## src/rtl/spi_fifo_if.sv

```systemverilog
// Handshake and data bundle between the SPI data path and its 16-bit word FIFO.
// The master side produces pushes/pops/flush; the slave side is the FIFO itself.
interface spi_fifo_if #(
  parameter int WIDTH = 16
);
  logic             wen;
  logic [WIDTH-1:0] wdata;
  logic             ren;
  logic [WIDTH-1:0] rdata;
  logic             full;
  logic             empty;
  logic             shiftFIFO;

  modport master (
    output wen,
    output wdata,
    output ren,
    output shiftFIFO,
    input  rdata,
    input  full,
    input  empty
  );

  modport slave (
    input  wen,
    input  wdata,
    input  ren,
    input  shiftFIFO,
    output rdata,
    output full,
    output empty
  );
endinterface

```

## src/rtl/spi_fifo.sv

```systemverilog
// Single-clock first-word-fall-through FIFO for SPI words, with full/empty
// status derived from an occupancy counter and a synchronous flush.
module spi_fifo #(
  parameter  int WIDTH = 16,
  parameter  int DEPTH = 8,
  localparam int AW    = $clog2(DEPTH)
) (
  input logic        clk,
  input logic        rstn,
  spi_fifo_if.slave  bus
);

  localparam logic [AW-1:0] PTR_ONE  = AW'(1);
  localparam logic [AW:0]   CNT_ONE  = (AW+1)'(1);
  localparam logic [AW:0]   CNT_FULL = (AW+1)'(DEPTH);

  logic [WIDTH-1:0] mem_q [DEPTH];
  logic [WIDTH-1:0] mem_d [DEPTH];
  logic [AW-1:0]    wr_ptr_q, wr_ptr_d;
  logic [AW-1:0]    rd_ptr_q, rd_ptr_d;
  logic [AW:0]      count_q, count_d;
  logic             is_full;
  logic             is_empty;
  logic             rd_acc;
  logic             wr_acc;

  assign is_full  = (count_q == CNT_FULL);
  assign is_empty = (count_q == '0);

  // A write into a full FIFO is still accepted when a pop frees a slot on the same edge.
  assign rd_acc = bus.ren && !is_empty && !bus.shiftFIFO;
  assign wr_acc = bus.wen && (!is_full || (bus.ren && !is_empty)) && !bus.shiftFIFO;

  always_comb begin
    wr_ptr_d = wr_ptr_q;
    rd_ptr_d = rd_ptr_q;
    count_d  = count_q;
    if (bus.shiftFIFO) begin
      wr_ptr_d = '0;
      rd_ptr_d = '0;
      count_d  = '0;
    end else begin
      if (wr_acc) wr_ptr_d = wr_ptr_q + PTR_ONE;
      if (rd_acc) rd_ptr_d = rd_ptr_q + PTR_ONE;
      case ({wr_acc, rd_acc})
        2'b10:   count_d = count_q + CNT_ONE;
        2'b01:   count_d = count_q - CNT_ONE;
        default: count_d = count_q;
      endcase
    end
  end

  always_comb begin
    mem_d = mem_q;
    if (wr_acc) mem_d[wr_ptr_q] = bus.wdata;
  end

  always_ff @(posedge clk or posedge rstn) begin
    if (rstn) begin
      wr_ptr_q <= '0;
      rd_ptr_q <= '0;
      count_q  <= '0;
    end else begin
      wr_ptr_q <= wr_ptr_d;
      rd_ptr_q <= rd_ptr_d;
      count_q  <= count_d;
    end
  end

  // Storage is never reset; the counter alone decides which words are valid.
  always_ff @(posedge clk) begin
    mem_q <= mem_d;
  end

  assign bus.full  = is_full;
  assign bus.empty = is_empty;
  assign bus.rdata = is_empty ? '0 : mem_q[rd_ptr_q];

endmodule

```

## src/flat_wrapper.sv

```systemverilog
// flat-port wrapper written by rule: the top's interface ports become plain ports
module spi_fifo_flat 
#(
  parameter  int WIDTH = 16,
  parameter  int DEPTH = 8,
  localparam int AW    = $clog2(DEPTH)
)
  (clk, rstn, bus_wen, bus_wdata, bus_ren, bus_shiftFIFO, bus_rdata, bus_full, bus_empty);
  spi_fifo_if #(.WIDTH(WIDTH)) bus_i ();
  input logic clk;
  input logic rstn;
  input wire logic [$bits(bus_i.wen)-1:0] bus_wen;
  input wire logic [$bits(bus_i.wdata)-1:0] bus_wdata;
  input wire logic [$bits(bus_i.ren)-1:0] bus_ren;
  input wire logic [$bits(bus_i.shiftFIFO)-1:0] bus_shiftFIFO;
  output wire logic [$bits(bus_i.rdata)-1:0] bus_rdata;
  output wire logic [$bits(bus_i.full)-1:0] bus_full;
  output wire logic [$bits(bus_i.empty)-1:0] bus_empty;
  assign bus_i.wen = bus_wen;
  assign bus_i.wdata = bus_wdata;
  assign bus_i.ren = bus_ren;
  assign bus_i.shiftFIFO = bus_shiftFIFO;
  assign bus_rdata = bus_i.rdata;
  assign bus_full = bus_i.full;
  assign bus_empty = bus_i.empty;
  spi_fifo #(.WIDTH(WIDTH), .DEPTH(DEPTH)) u_core (.clk(clk), .rstn(rstn), .bus(bus_i));
endmodule
```

## config.mk

```make
export PLATFORM = sky130hd
export DESIGN_NAME = spi_fifo_flat
export DESIGN_NICKNAME = d
export VERILOG_FILES = /design/src/rtl/spi_fifo_if.sv /design/src/rtl/spi_fifo.sv /design/src/flat_wrapper.sv
export SDC_FILE = /design/constraint.sdc
export NUM_CORES = 1
export LEC_CHECK = 0
export BUFFER_PORTS_ARGS = -buffer_cell sky130_fd_sc_hd__buf_4
export CORE_MARGIN = 5
export CORE_UTILIZATION = 60
export CTS_BUF_LIST = sky130_fd_sc_hd__clkbuf_8 sky130_fd_sc_hd__clkbuf_16
export DETAILED_ROUTE_END_ITERATION = 7
export GPL_TIMING_DRIVEN = 0
export PLACE_DENSITY_LB_ADDON = 0.2
export SLEW_MARGIN = 20
export SYNTH_ARGS = -nofsm -noshare
export SYNTH_HDL_FRONTEND = slang
export SYNTH_SLANG_ARGS = --single-unit
```

## constraint.sdc

```tcl
create_clock -name clk -period 6.9 [get_ports clk]
set_input_delay 1.38 -clock clk [delete_from_list [all_inputs] [get_ports clk]]
set_output_delay 1.38 -clock clk [all_outputs]
set_load 0.05 [all_outputs]
```

==> impl_metrics.csv <==
group,metric,value,unit
place,routabilityCongestion,0.7967,
clock_network,cts_hold_buffers,0,
place,place_inst,454,
run_status,run_status,"finished, final reports clean",
clock_network,cts_tree,"done",
run,cap_violations,0,
yosys,synthesis.nets,321,
sta,grt_setup_unrepaired,"no",
clock_network,ctsRootBufferMaster,"clkbuf_8",
sta,fin_crit,4.023,ns
clock_network,cts_buffers,17,
yosys,synth_top_area_share,68.37,%
sta,maxSlewViolCount,0,
global_route,grt_remaining_overflow,0,
global_route,track_usage,21.66,%
final_layout,stdcell_count,486,
floorplan,coreArea,9196,sq um
global_route,grt_pass1_wl,17.84,mm
detailed_routing,route.vias.total,2987,
yosys,yosysSeqAreaShare,72.82,%
worst_setup_path,critical_path.startpoint_type,"flip-flop",
worst_setup_path,crit_type,"reg -> out",
final_layout,drive_above_1_share,34.40,%
worst_setup_path,cp_max_fo,10,
global_route,grt_start_max_net_pins,17,
worst_setup_path,r2r_cells,6,
final_layout,layout_common_cells,"128 x edfxtp_1, 38 x buf_4, 32 x mux4_2",
worst_setup_path,arrival,2.64,ns
sta,skew,0.006864,ns
worst_setup_path,cp_data_required_time,5.52,ns
min_path,whs_path_depth,2,
floorplan,pin_count,39,
clock_network,clk_pin_slew,0.07,ns
global_route,antenna_found_initial,0,
floorplan,die_w,106.8,um
sta,fmaxAchievable,248.6,MHz
detailed_routing,wire_per_inst,22.69,um
yosys,synth_area,5622,sq um
detailed_routing,first_pass_iters,4,
clock_network,cts_max_path_buffers,2,
sta,final.setup.tns,0,ns
clock_network,htree_num_levels,4,
yosys,yosysWarningCount,0,
final_layout,fin_nets,387,
clock_network,post_cts_buffers,0,
detailed_routing,post_drt_via_cell_ratio,6.146,
detailed_routing,antenna_violating_nets_post_route,0,
worst_setup_path,cp-end-kind,"output port",
sta,slew_headroom,47.69,%
sta,tightest_slew,0.7804,ns
floorplan,dieHeight,106.8,um
yosys,ys_seq_elements,138,
place,dp_hpwl,7.024,mm
floorplan,start_util,61.13,%
detailed_routing,drt_iter0_markers,170,
floorplan,die_area,11410,sq um
worst_setup_path,timing.rr.start,"u_core.count_q[0]",
sta,fin_crit_sh,58.30,%
clock_network,clk_latency,0.52,ns
final_layout,num_antenna_cells,0,
sta,finalHoldViolations,0,
sta,setup_viol_count_final,0,
detailed_routing,route.detailed.drc,0,
min_path,hold_path_class,"reg -> reg",
place,port-buffer-count,37,
worst_setup_path,r2r_end,"u_core.mem_q[104]",
clock_network,cts_resized,0,
yosys,synth.largest_area_cell,"edfxtp_1",
yosys,syn_avg_cell_area,18.99,sq um
final_layout,final_common_cell,"edfxtp_1",
yosys,synthCells,296,
yosys,yosysUniqueCellTypes,39,
pwr,p_per_area,355.7,nW/um^2
global_route,first_global_vias,3142,
min_path,hold-path-endpoint,"u_core.wr_ptr_q[0]",
pwr,p_leak,2.302,nW
min_path,hold_start,"u_core.wr_ptr_q[0]",
worst_setup_path,r2r_setup_slack,4.28,ns
final_layout,area_growth_syn_to_layout,20.21,%
pwr,vdd_ir_drop_max,0.2940,mV
floorplan,rows,35,
yosys,ys_top_cells_by_area,"edfxtp_1 68%, mux4_2 13%, dfrtp_1 4.5%, mux2i_1 3.2%, nor2_1 2.0%",
detailed_routing,wirelength,11.03,mm
clock_network,cts_sinks,138,
## cell usage after synthesis
cell type and instances:
xnor2_1 1, o21ai_0 1, o31ai_1 1, or4_1 1
inv_1 1, buf_1 2, a211o_1 1, mux4_2 32
o21ai_1 1, and2_1 3, or3b_1 1, edfxtp_1 128
nor2_4 1, and3_1 1, a21oi_1 5, nand3_1 2
nor3_1 5, clkbuf_1 6, a22oi_1 1, o211a_1 1
nand2b_1 4, buf_4 1, a31oi_1 1, a41oi_1 1
mux2i_1 18, nand4b_1 2, o221ai_1 1, dfrtp_1 10
buf_2 8, or3_1 2, nor2_1 30, o21ai_2 1
xor2_1 5, nor3b_1 3, nand2_1 2, nor2b_1 3
o211ai_1 3, ha_1 4, a21o_1 2
## how the worst max path moves through the flow
stage	startpoint	to	slack [ns]	cells past startpoint
final	u_core.rd_ptr_q[1]	bus_rdata[4]	2.88	6
after global routing	u_core.rd_ptr_q[1]	bus_rdata[7]	2.72	6
after CTS	u_core.rd_ptr_q[1]	bus_rdata[4]	2.84	6
after detailed placement	bus_ren	u_core.mem_q[104]	3.43	6
after global placement	bus_ren	u_core.mem_q[110]	2.04	5
after floorplan	bus_ren	u_core.mem_q[100]	3.16	5
## report_power, final
group	total [mW]	internal, mW	switching (mW)
Sequential	0.952	0.938	0.0136
Clock	0.864	0.492	0.372
Combinational	0.588	0.219	0.369
## kinds of logic after synthesis
group                    share of synthesized area [%]
AO/OA/AOI/OAI                                    2.470
XOR/XNOR                                        0.9348
adder cells (fa/ha/maj)                         0.8903
buffers and inverters                            1.447
flip-flops                                       72.82
multiplexers                                     16.02
AND/OR/NAND/NOR                                  5.409
## state kept, by name (all words and copies together) (netlist names)
| name | cells |
|---|---|
| u_core.count_q | 4 |
| u_core.rd_ptr_q | 3 |
| u_core.mem_q | 128 |
| u_core.wr_ptr_q | 3 |
## worst max-delay path, stage by stage (launching register included)
cell      delay [ns]
dfrtp_1         0.36
clkbuf_1        0.26
clkbuf_1        0.63
mux4_2          0.43
mux2i_1         0.17
nor2_1          0.07
buf_4           0.20
## layout make-up
class                      count  area, sq um
clock buffer                  17        414.1
clock inverter                15        152.6
sequential                   138         4094
multi-input combinational    140         1471
fill                         565         2439
tap                          111        138.9
inverter                       1        3.754
timing repair buffer          47        405.4
buffer                        17        77.57
## metal layers
metal / part of all wire (%) / GRT usage, %
met1: 42 / 30.08
met5: 0 / 0
met2: 51 / 33.95
met4: 0.82 / 6.667
met3: 6.4 / 5.960
## per-stage QoR
step	utilization [%]	area, sq um	total power [mW]	hold slack [ns]	setup slack (ns)
CTS	73.48	6758	2.426	0.6066	2.841
floorplan	-	5622	1.392	0.5378	3.164
detailed placement	67.32	6191	1.561	0.5922	3.426
global route	73.48	6758	2.506	0.6746	2.722
global placement	65.66	6038	1.549	0.5584	2.044
finish	73.48	6758	2.404	0.5998	2.877
Note: power is estimated with default switching activity, not from simulation.
